===== src/rtl/io_in_conditioner_pkg.sv =====
// Shared widths and defaults for the board input conditioning path.
package io_pkg;

   localparam int unsigned IO_SW_W            = 32;
   localparam int unsigned IO_BTN_W           = 4;
   localparam int unsigned DEF_TICK_DIV       = 50000;
   localparam int unsigned DEF_BTN_STABLE     = 4;
   localparam int unsigned DEF_SW_STABLE      = 2;
   localparam int unsigned DEF_BTN_ACTIVE_LOW = 1;

   // Counter width able to hold 0..n-1, never narrower than one bit.
   function automatic int unsigned cnt_w(input int unsigned n);
      return (n > 1) ? $clog2(n) : 1;
   endfunction

endpackage


===== src/rtl/io_in_conditioner_debounce_bit.sv =====
// One conditioned input bit: 2-flop synchroniser, tick-qualified debounce
// counter, registered level and one-cycle rise/fall pulses.
module debounce_bit
   import io_pkg::*;
#(
   parameter int unsigned STABLE = DEF_SW_STABLE
) (
   input  logic clk,
   input  logic rst_n,
   input  logic tick,
   input  logic raw,
   output logic level,
   output logic rise,
   output logic fall
);

   localparam int unsigned CW = cnt_w(STABLE);

   logic          sync_1;
   logic          sync_2;
   logic [CW-1:0] cnt;

   always_ff @(posedge clk or negedge rst_n) begin
      if (!rst_n) begin
         sync_1 <= 1'b0;
         sync_2 <= 1'b0;
      end else begin
         sync_1 <= raw;
         sync_2 <= sync_1;
      end
   end

   // Any agreeing tick restarts qualification from zero.
   always_ff @(posedge clk or negedge rst_n) begin
      if (!rst_n) begin
         cnt   <= '0;
         level <= 1'b0;
         rise  <= 1'b0;
         fall  <= 1'b0;
      end else begin
         rise <= 1'b0;
         fall <= 1'b0;
         if (tick) begin
            if (sync_2 == level) begin
               cnt <= '0;
            end else if (cnt == CW'(STABLE - 1)) begin
               level <= sync_2;
               rise  <= sync_2;
               fall  <= ~sync_2;
               cnt   <= '0;
            end else begin
               cnt <= cnt + CW'(1);
            end
         end
      end
   end

endmodule


===== src/rtl/io_in_conditioner.sv =====
// Board switch/button conditioner feeding the core's i_io_sw / i_io_btn,
// with press/release pulses for event use.
module io_in_conditioner
   import io_pkg::*;
#(
   parameter int unsigned TICK_DIV       = DEF_TICK_DIV,
   parameter int unsigned BTN_STABLE     = DEF_BTN_STABLE,
   parameter int unsigned SW_STABLE      = DEF_SW_STABLE,
   parameter int unsigned BTN_ACTIVE_LOW = DEF_BTN_ACTIVE_LOW
) (
   input  logic                i_clk,
   input  logic                i_rst_n,
   input  logic [IO_SW_W-1:0]  i_sw_raw,
   input  logic [IO_BTN_W-1:0] i_btn_raw,
   output logic [IO_SW_W-1:0]  o_io_sw,
   output logic [IO_BTN_W-1:0] o_io_btn,
   output logic [IO_BTN_W-1:0] o_btn_press,
   output logic [IO_BTN_W-1:0] o_btn_release
);

   localparam int unsigned         TW      = cnt_w(TICK_DIV);
   localparam logic [IO_BTN_W-1:0] BTN_POL = (BTN_ACTIVE_LOW != 0) ? '1 : '0;

   logic [TW-1:0]       tick_cnt;
   logic                tick;
   logic [IO_BTN_W-1:0] btn_norm;
   logic [IO_SW_W-1:0]  sw_rise_unused;
   logic [IO_SW_W-1:0]  sw_fall_unused;

   always_comb begin
      tick     = (tick_cnt == TW'(TICK_DIV - 1));
      btn_norm = i_btn_raw ^ BTN_POL;
   end

   always_ff @(posedge i_clk or negedge i_rst_n) begin
      if (!i_rst_n) begin
         tick_cnt <= '0;
      end else if (tick) begin
         tick_cnt <= '0;
      end else begin
         tick_cnt <= tick_cnt + TW'(1);
      end
   end

   for (genvar g = 0; g < IO_SW_W; g++) begin : g_sw
      debounce_bit #(.STABLE(SW_STABLE)) u_db (
         .clk   (i_clk),
         .rst_n (i_rst_n),
         .tick  (tick),
         .raw   (i_sw_raw[g]),
         .level (o_io_sw[g]),
         .rise  (sw_rise_unused[g]),
         .fall  (sw_fall_unused[g])
      );
   end

   for (genvar g = 0; g < IO_BTN_W; g++) begin : g_btn
      debounce_bit #(.STABLE(BTN_STABLE)) u_db (
         .clk   (i_clk),
         .rst_n (i_rst_n),
         .tick  (tick),
         .raw   (btn_norm[g]),
         .level (o_io_btn[g]),
         .rise  (o_btn_press[g]),
         .fall  (o_btn_release[g])
      );
   end

endmodule


===== config.mk =====
export PLATFORM = sky130hd
export DESIGN_NAME = io_in_conditioner
export DESIGN_NICKNAME = d
export VERILOG_FILES = /design/src/rtl/io_in_conditioner_pkg.sv /design/src/rtl/io_in_conditioner_debounce_bit.sv /design/src/rtl/io_in_conditioner.sv
export SDC_FILE = /design/constraint.sdc
export NUM_CORES = 1
export LEC_CHECK = 0
export ABC_CLOCK_PERIOD_IN_PS = 2400
export BUFFER_PORTS_ARGS = -buffer_cell sky130_fd_sc_hd__buf_2
export CORE_MARGIN = 2
export CORE_UTILIZATION = 35
export CTS_CLUSTER_SIZE = 14
export DETAILED_ROUTE_END_ITERATION = 16
export PLACE_DENSITY_LB_ADDON = 0.12
export SLEW_MARGIN = 20
export SYNTH_ARGS = -nofsm -noshare
export SYNTH_HDL_FRONTEND = slang
export SYNTH_SLANG_ARGS = --single-unit

===== constraint.sdc =====
create_clock -name i_clk -period 2.4 [get_ports i_clk]
set_input_delay 0.48 -clock i_clk [delete_from_list [all_inputs] [get_ports i_clk]]
set_output_delay 0.48 -clock i_clk [all_outputs]
set_load 0.05 [all_outputs]

==> metrics.csv, run 1 <==
stage,metric,value,unit
layout,filler-free cell count of the finished design,832,
clocking,post-cts sizing count,0,
global_routing,Total GRT Usage,12.44,%
global_routing,number of global-route vias before repair,3879,
layout,post-layout util,40.89,%
route,wire per inst,13.57,um
setup_path,reg2reg setup slack,0.24,ns
logic_synthesis,post-synthesis compound-gate area fraction,2.790,%
setup_path,CP arrival,2.46,ns
clocking,htree depth,4,
clocking,post-CTS setup buffers,0,
route,routed vias,3698,
place,port bufs,81,
timing,clock skew,0.005970,ns
timing,crit path time final,2.162,ns
timing,total negative slack,0,ns
setup_path,crit path launch type,register,
global_routing,initial antenna violation count,0,
route,Final ANT Viol Nets,0,
clocking,number of CTS-inserted buffers,17,
floorplanning,die area,20080,sq um
place,placed cell count,800,
timing,Worst Slack Setup Final,0.2381,ns
route,Vias/cell,4.445,
place,DP HPWL,7393,um
timing,Final Hold Fails,0,
worst_hold_path,worst hold-check path type,in -> async,
clocking,clock latency on the worst-skew pair,0.42,ns
timing,Rel. slew slack,63.05,%
global_routing,first-pass GRT wire length,19490,um
floorplanning,Die X,141.7,um
clocking,CTS tree,done,
clocking,CTS max path bufs,2,
layout,nets@finish,628,
setup_path,"critical path fanouts, max",29,
setup_path,CP Capture Type,register,
logic_synthesis,Syn Inst Count,533,
logic_synthesis,Adder-Cell Fraction of Synth Area,0.9427,%
logic_synthesis,Mapped Avg Cell Area,12.45,sq um
logic_synthesis,synthesized flop and latch total,172,
timing,highest clock rate,0.4625,GHz
route,Remaining DRCs,0,
logic_synthesis,largest family of logic cells by synthesized area,simple AND/OR/NAND/NOR gates,
layout,Antenna Cells,0,
floorplanning,# IOs,82,
logic_synthesis,"Distinct cells, synth",29,
run,max-cap viol count,0,
pwr,pwr dens,767.8,nW/um^2
logic_synthesis,xor-xnor portion of the synthesized cell area,6.599,%
timing,RSZ-0062 raised after global routing,no,
logic_synthesis,Post-Synth Simple-Gate Area,12.05,%
place,Placed Area,7024,sq um
logic_synthesis,syn_nets,576,
floorplanning,Die H,141.7,um
timing,Tcrit/Tclk final,90.08,%
layout,"Non-Filler Cell Area, Final",7622,sq um
clocking,Worst-path clk slew,0.06,ns
setup_path,CP required,2.70,ns
clocking,clk root buf,clkbuf_16,
floorplanning,Initial Utilization,35.60,%
floorplanning,row count,50,
status,status,"complete, no violations",
route,drt first pass iters,4,
pwr,maximum vdd ir drop,486.2,uV
global_routing,largest net degree at the start of global routing,59,
layout,Syn-to-layout area delta,14.86,%
clocking,CTS sink count,172,
floorplanning,Core Footprint,18640,sq um
global_routing,grt total ovfl,0,
logic_synthesis,post-synthesis mux area share,6.109,%
timing,final setup fails,0,
place,RD Place Congestion,0.7830,
clocking,cts hold-fix bufs,0,
timing,max-slew violation count,0,
layout,fraction of layout instances using a drive strength above 1,20.74,%
logic_synthesis,mapped cell area,6636,sq um
logic_synthesis,yosys warns,0,
place,Setup WS pre-CTS,0.2291,ns
route,drt first-iter violations,257,
pwr,leakage power,3.813,nW
timing,Tightest Pin Transition,0.5543,ns
route,Total Wirelength,11290,um
logic_synthesis,"Seq/Total Area, Yosys",64.86,%
setup_path,Setup CP Type,reg -> reg,
[layout by cell type, fill, tap and decap left out, drive strengths merged, types with 5 or more instances in the layout]
cell    Yosys  routed
buf        53      90
nand2     111     111
dfrtp     172     172
nand4       6       6
xor2       42      42
nor3        5       5
clkbuf      4      22
inv         5       5
o21ai      34      34
xnor2       8       8
nand3      14      14
mux2       36      36
nor2       11      11
ha          5       5
nor3b       8       8
[path summary, 6_finish.rpt]
kind,from,to,cells after the start
worst max-delay path,tick_cnt[0],g_sw[6].u_db.level,6
worst min-delay path,i_rst_n,g_sw[2].u_db.cnt,1
worst max register to register,tick_cnt[0],g_sw[6].u_db.level,6
worst min register to register,g_sw[1].u_db.sync_1,g_sw[1].u_db.sync_2,0
max in group asynchronous,i_rst_n,g_sw[15].u_db.sync_1,2
min in group i_clk,i_sw_raw[29],g_sw[29].u_db.sync_1,1
[stage by stage]
step	hold WS [ns]	power, W
after floorplan	0.1844	0.003057
after global placement	0.3318	0.003165
after detailed placement	0.3347	0.003170
after CTS	0.02882	0.005955
after global routing	0.04528	0.006100
final	0.02158	0.005853
[Yosys cell counts (all sizes together)]
library cell  instances  share of area (%)
and4                  2               0.26
nand4                 6               0.57
nor2                 11               0.62
nor3                  5               0.38
xor2                 42                5.5
nor4                  2               0.19
ha                    5               0.94
or3                   4               0.38
nor4b                 4               0.85
o21ai                34                2.6
nand3                14                1.1
and2                  2               0.19
xnor2                 8                1.1
nor3b                 8               0.91
and4b                 1               0.15
inv                   5               0.28
buf                  53                6.1
dfrtp               172                 65
clkbuf                4               0.23
a21o                  2               0.23
and3                  1              0.094
nand2               111                6.3
mux2                 36                6.1
nand4b                1               0.13
[logic make-up after synthesis]
| family | Yosys count |
|---|---|
| DFF | 172 |
| muxes | 36 |
| adders and majority gates | 5 |
| xor gates and xnor gates | 50 |
| AOI/OAI and AO/OA | 36 |
| and+or+nand+nor | 172 |
| buffers and inverters | 62 |
[final cells by class]
class / instances / area, sq um
clock buffer: 22 / 484.2
clock inverter: 10 / 113.9
fill: 1779 / 11020
inverter: 5 / 18.77
multi-input combinational: 299 / 1892
sequential: 172 / 4304
tap: 234 / 292.8
timing repair buffer: 90 / 516.7
[where the power goes]
group | leakage [nW] | internal, W | switching (W)
Clock | 0.284 | 0.00164 | 0.00111
Sequential | 2.22 | 0.00296 | 0.0000283
Combinational | 1.31 | 0.0000451 | 0.0000730
[worst max-delay path, cell delays in order, from the launching register on]
cell and delay (ns):
dfrtp_1 0.40, ha_1 0.30, and3_1 0.30, and4_2 0.29, buf_4 0.31, nand2_1 0.11, mux2_1 0.33
[flip-flops by register name (all words and copies together), names as in the netlist]
name,cells
g_sw.u_db.cnt,32
g_btn.u_db.level,4
g_btn.u_db.sync_2,4
g_btn.u_db.rise,4
g_btn.u_db.fall,4
g_btn.u_db.sync_1,4
g_sw.u_db.level,32
g_sw.u_db.sync_1,32
g_sw.u_db.sync_2,32
g_btn.u_db.cnt,8
tick_cnt,16
[routing by layer]
metal	vias to the layer above	GRT usage [%]	routed length [um]	part of all wire, %
li1	1812	-	-	-
met1	1809	16.34	5305	47
met5	-	0	0	0
met2	61	19.06	5328	47
met3	16	3.510	437	3.9
met4	0	6.000	221	2.0
Note: power is estimated with default switching activity, not from simulation.
==> run 2: changes to the inputs <==
CTS_BUF_LIST = sky130_fd_sc_hd__clkbuf_8   (was default)
==> metrics.csv, run 2 (synthesis results as in run 1) <==
stage,metric,value,unit
worst_hold_path,worst hold-check path type,in -> reg,
place,RD Place Congestion,0.7830,
timing,Tightest Pin Transition,0.5520,ns
setup_path,Reg2Reg Launch Point,tick_cnt[0],
timing,Worst Slack Setup Final,0.2403,ns
route,drt first-iter violations,206,
clocking,Worst-path clk slew,0.09,ns
clocking,CTS tree,done,
timing,highest clock rate,0.4630,GHz
layout,fraction of layout instances using a drive strength above 1,20.70,%
layout,nets@finish,629,
layout,Syn-to-layout area delta,12.12,%
floorplanning,row count,50,
pwr,pwr dens,690.8,nW/um^2
setup_path,crit path launch type,register,
layout,Antenna Cells,0,
worst_hold_path,worst hold stages,1,
clocking,number of CTS-inserted buffers,17,
floorplanning,Die H,141.7,um
setup_path,CP Capture Type,register,
timing,total negative slack,0,ns
place,DP HPWL,7393,um
layout,Sequential Area,4304,sq um
layout,multi-input combinational cell area,1892,sq um
route,drt first pass iters,4,
floorplanning,Initial Utilization,35.60,%
global_routing,initial antenna violation count,0,
clocking,htree depth,4,
floorplanning,Core Footprint,18640,sq um
layout,filler-free cell count of the finished design,833,
timing,Final Hold Fails,0,
route,Vias/cell,4.435,
run,max-cap viol count,0,
clocking,CTS max path bufs,2,
global_routing,grt total ovfl,0,
route,routed vias,3694,
route,Remaining DRCs,0,
route,wire per inst,13.49,um
global_routing,Total GRT Usage,12.35,%
pwr,leakage power,3.734,nW
clocking,post-CTS setup buffers,0,
setup_path,CP required,2.73,ns
setup_path,slowest cell delay on critical path,0.41,ns
place,port bufs,81,
setup_path,CP arrival,2.49,ns
layout,most frequent cells in the layout,"172 x dfrtp_1, 111 x nand2_1, 80 x buf_2",
timing,Rel. slew slack,63.20,%
clocking,clock latency on the worst-skew pair,0.45,ns
setup_path,"critical path fanouts, max",29,
route,Total Wirelength,11230,um
route,Final ANT Viol Nets,0,
setup_path,reg2reg setup slack,0.24,ns
setup_path,R2R cell count,6,
timing,Tcrit/Tclk final,89.99,%
pwr,maximum vdd ir drop,308.0,uV
timing,crit path time final,2.160,ns
setup_path,"Max stage delay cell, worst path",dfrtp_1,
setup_path,worst path cell trace,ha_1 -> and3_1 -> and4_2 -> buf_4 -> nand2_1 -> mux2_1,
layout,"Non-Filler Cell Area, Final",7441,sq um
timing,clock skew,0.009632,ns
place,placed cell count,800,
timing,max-slew violation count,0,
clocking,CTS sink count,172,
global_routing,largest net degree at the start of global routing,59,
pwr,overall power,0.005140,W
timing,final setup fails,0,
setup_path,r2r endpoint,g_sw[6].u_db.level,
place,Setup WS pre-CTS,0.2291,ns
floorplanning,# IOs,82,
status,status,"complete, no violations",
clocking,clk root buf,clkbuf_8,
worst_hold_path,startpoint of the worst hold path,i_sw_raw[29],
floorplanning,die area,20080,sq um
place,Placed Area,7024,sq um
global_routing,first-pass GRT wire length,19380,um
setup_path,Setup CP Type,reg -> reg,
layout,fillers,1796,
timing,RSZ-0062 raised after global routing,no,
global_routing,number of global-route vias before repair,3835,
layout,"leading cell type in the layout, fill and taps excluded",dfrtp_1,
clocking,post-cts sizing count,0,
worst_hold_path,Min-Delay Endpoint,g_sw[29].u_db.sync_1,
floorplanning,Die X,141.7,um
run 2: cell types whose count changed in the layout (fill, tap and decap cells not counted):
cell           previous run  this run
dlygate4sd3_1             0         1
clkbuf_16                17         0
clkbuf_8                  4        21
inv_1                     5         6
clkbuf_1                  1         0
run 2: final cells by class:
cell class | instances | share of cell area [%]
flip-flops and latches | 172 | 57.84
multi-input cells | 299 | 25.42
repair buffers | 91 | 7.079
well taps | 234 | 3.935
clock buffers | 21 | 3.884
clock inverters | 11 | 1.581
inverters | 5 | 0.2522
run 2: what timing repair did:
action,CTS,global route
hold buffers,1,0
hold endpoints to repair,17,0
setup endpoints to repair,0,0
run 2: worst max-delay path: cells and delay by family, from the launching register on:
family        cells  cell delay, ns
simple gates      3            0.70
flops             1            0.41
mux               1            0.33
buf+inv           1            0.31
fa+ha+maj         1            0.30
run 2: worst max path at each step:
stage                     start                  end  slack, ns  cells past startpoint
floorplan           tick_cnt[0]  g_sw[10].u_db.level       0.61                      7
global placement    tick_cnt[0]  g_sw[24].u_db.level       0.32                      6
detailed placement  tick_cnt[0]   g_sw[6].u_db.level       0.23                      6
CTS                 tick_cnt[0]   g_sw[6].u_db.level       0.23                      6
global route        tick_cnt[0]   g_sw[6].u_db.level       0.07                      6
finish              tick_cnt[0]   g_sw[6].u_db.level       0.24                      6
run 2: per-layer routing:
metal	vias up	wire, um	track usage, %	part of all wire, %
met5	-	0	0	0
met3	7	547	4.185	4.9
li1	1811	-	-	-
met2	75	5360	19.16	48
met1	1801	5224	16.20	47
met4	0	102	4.421	0.91
run 2: through the flow:
| step | utilization, % | hold WS, ns |
|---|---|---|
| 2_1_floorplan | - | 0.1844 |
| 3_3_place_gp | 37.68 | 0.3318 |
| 3_5_place_dp | 37.68 | 0.3347 |
| 4_1_cts | 39.91 | 0.08664 |
| 5_1_grt | 39.91 | 0.07882 |
| 6_report | 39.91 | 0.1322 |
run 2: power breakdown:
part | total (W) | leakage (nW) | internal (W) | switching (W)
sequential | 0.00298 | 2.22 | 0.00296 | 0.0000285
combinational | 0.000119 | 1.31 | 0.0000461 | 0.0000734
clock | 0.00204 | 0.201 | 0.00103 | 0.00101
==> run 3: changes to the inputs <==
ABC_CLOCK_PERIOD_IN_PS = default   (was 2400)
CTS_CLUSTER_DIAMETER = 150   (was default)
RECOVER_POWER = 50   (was default)
==> metrics.csv, run 3 (synthesis results as in run 1) <==
stage,metric,value,unit
layout,"leading cell type in the layout, fill and taps excluded",dfrtp_1,
floorplanning,Die X,141.7,um
clocking,post-CTS setup buffers,0,
setup_path,slowest cell delay on critical path,0.41,ns
setup_path,"critical path fanouts, max",29,
worst_hold_path,worst hold-check path type,in -> reg,
layout,filler-free cell count of the finished design,833,
setup_path,"Max stage delay cell, worst path",dfrtp_1,
layout,fillers,1804,
floorplanning,Core Footprint,18640,sq um
layout,Syn-to-layout area delta,11.82,%
place,port bufs,81,
setup_path,Reg2Reg Launch Point,tick_cnt[0],
pwr,overall power,0.005138,W
clocking,clk root buf,clkbuf_8,
setup_path,CP arrival,2.49,ns
timing,RSZ-0062 raised after global routing,no,
layout,post-layout util,39.81,%
timing,final setup fails,0,
timing,max-slew violation count,0,
global_routing,first-pass GRT wire length,19380,um
clocking,post-cts sizing count,0,
layout,most frequent cells in the layout,"172 x dfrtp_1, 111 x nand2_1, 78 x buf_2",
clocking,CTS sink count,172,
place,Placed Area,7024,sq um
setup_path,crit path launch type,register,
place,DP HPWL,7393,um
floorplanning,die area,20080,sq um
timing,clock skew,0.009601,ns
clocking,htree depth,4,
route,Vias/cell,4.426,
timing,total negative slack,0,ns
setup_path,CP Capture Type,register,
setup_path,worst path cell trace,ha_1 -> and3_1 -> and4_2 -> buf_4 -> nand2_1 -> mux2_1,
setup_path,WP depth,6,
pwr,pwr dens,692.4,nW/um^2
route,drt first-iter violations,206,
layout,fraction of layout instances using a drive strength above 1,20.37,%
clocking,Worst-path clk slew,0.09,ns
global_routing,largest net degree at the start of global routing,59,
pwr,leakage power,3.721,nW
floorplanning,# IOs,82,
status,status,"complete, no violations",
floorplanning,Die H,141.7,um
setup_path,CP required,2.73,ns
setup_path,r2r endpoint,g_sw[6].u_db.level,
place,RD Place Congestion,0.7830,
layout,"Non-Filler Cell Area, Final",7421,sq um
setup_path,R2R cell count,6,
setup_path,worst path buffer plus inverter count,1,
timing,Final Hold Fails,0,
timing,crit path time final,2.160,ns
run,max-cap viol count,0,
place,placed cell count,800,
timing,Tcrit/Tclk final,89.99,%
clocking,number of CTS-inserted buffers,17,
route,routed vias,3687,
timing,Rel. slew slack,2.369,%
clocking,clock latency on the worst-skew pair,0.45,ns
clocking,cts hold-fix bufs,1,
route,Final ANT Viol Nets,0,
floorplanning,Initial Utilization,35.60,%
global_routing,grt total ovfl,0,
clocking,CTS max path bufs,2,
global_routing,initial antenna violation count,0,
setup_path,reg2reg setup slack,0.24,ns
floorplanning,row count,50,
setup_path,Critical Path Sink,g_sw[6].u_db.level,
layout,nets@finish,629,
global_routing,number of global-route vias before repair,3835,
layout,Antenna Cells,0,
timing,highest clock rate,0.4630,GHz
route,wire per inst,13.49,um
setup_path,CP Launch Point,tick_cnt[0],
route,drt first pass iters,4,
timing,Tightest Pin Transition,1.464,ns
setup_path,Setup CP Type,reg -> reg,
route,Total Wirelength,11240,um
pwr,maximum vdd ir drop,309.0,uV
route,Remaining DRCs,0,
global_routing,Total GRT Usage,12.35,%
setup_path,cell family with most CP delay,simple AND/OR/NAND/NOR gates,
clocking,CTS tree,done,
## run 3: cell types whose count changed in the layout (fill, tap and decap cells not counted), sizes merged
cell and delta:
buf -4, clkbuf +4
## run 3: cell type report
cell class,count,area [sq um],area share (%)
clock buffer,21,289.0,3.895
clock inverter,11,117.6,1.585
inverter,5,18.77,0.2529
multi-input combinational,299,1892,25.49
sequential,172,4304,58.00
tap,234,292.8,3.945
timing repair buffer,91,506.7,6.829
## run 3: how the worst min path moves through the flow
stage	start	endpoint	slack, ns	cells past startpoint
2_1_floorplan	i_rst_n	g_btn[0].u_db.cnt[0]	0.18	0
3_3_place_gp	g_sw[23].u_db.sync_1	g_sw[23].u_db.sync_2	0.33	0
3_5_place_dp	g_sw[10].u_db.sync_1	g_sw[10].u_db.sync_2	0.33	0
4_1_cts	i_sw_raw[29]	g_sw[29].u_db.sync_1	0.09	1
5_1_grt	i_sw_raw[2]	g_sw[2].u_db.sync_1	0.08	1
6_report	i_sw_raw[29]	g_sw[29].u_db.sync_1	0.13	1
## run 3: where the power goes
part	switching, W	leakage [nW]	total (W)	internal (W)
Sequential	0.0000285	2.22	0.00298	0.00296
Combinational	0.0000729	1.30	0.000116	0.0000427
Clock	0.00101	0.201	0.00204	0.00103
Total	0.00111	3.72	0.00514	0.00403
## run 3: metrics by stage
stage | setup slack, ns | hold slack (ns)
after floorplan | 0.6067 | 0.1844
after global placement | 0.3230 | 0.3318
after detailed placement | 0.2291 | 0.3347
after CTS | 0.2283 | 0.08664
after global routing | 0.05818 | 0.07882
final | 0.2402 | 0.1313
## run 3: metal layers
metal / GRT usage [%] / routed length, um / part of all wire, % / up-vias
met4: 4.421 / 104 / 0.93 / 0
met1: 16.20 / 5273 / 47 / 1803
met5: 0 / 0 / 0 / -
met3: 4.185 / 484 / 4.3 / 7
li1: - / - / - / 1811
met2: 19.16 / 5374 / 48 / 66
## run 3: worst reg2reg max path, cell delays in order (launching register included)
cell     delay (ns)
dfrtp_1        0.41
ha_1           0.30
and3_1         0.30
and4_2         0.29
buf_4          0.31
nand2_1        0.12
mux2_1         0.33
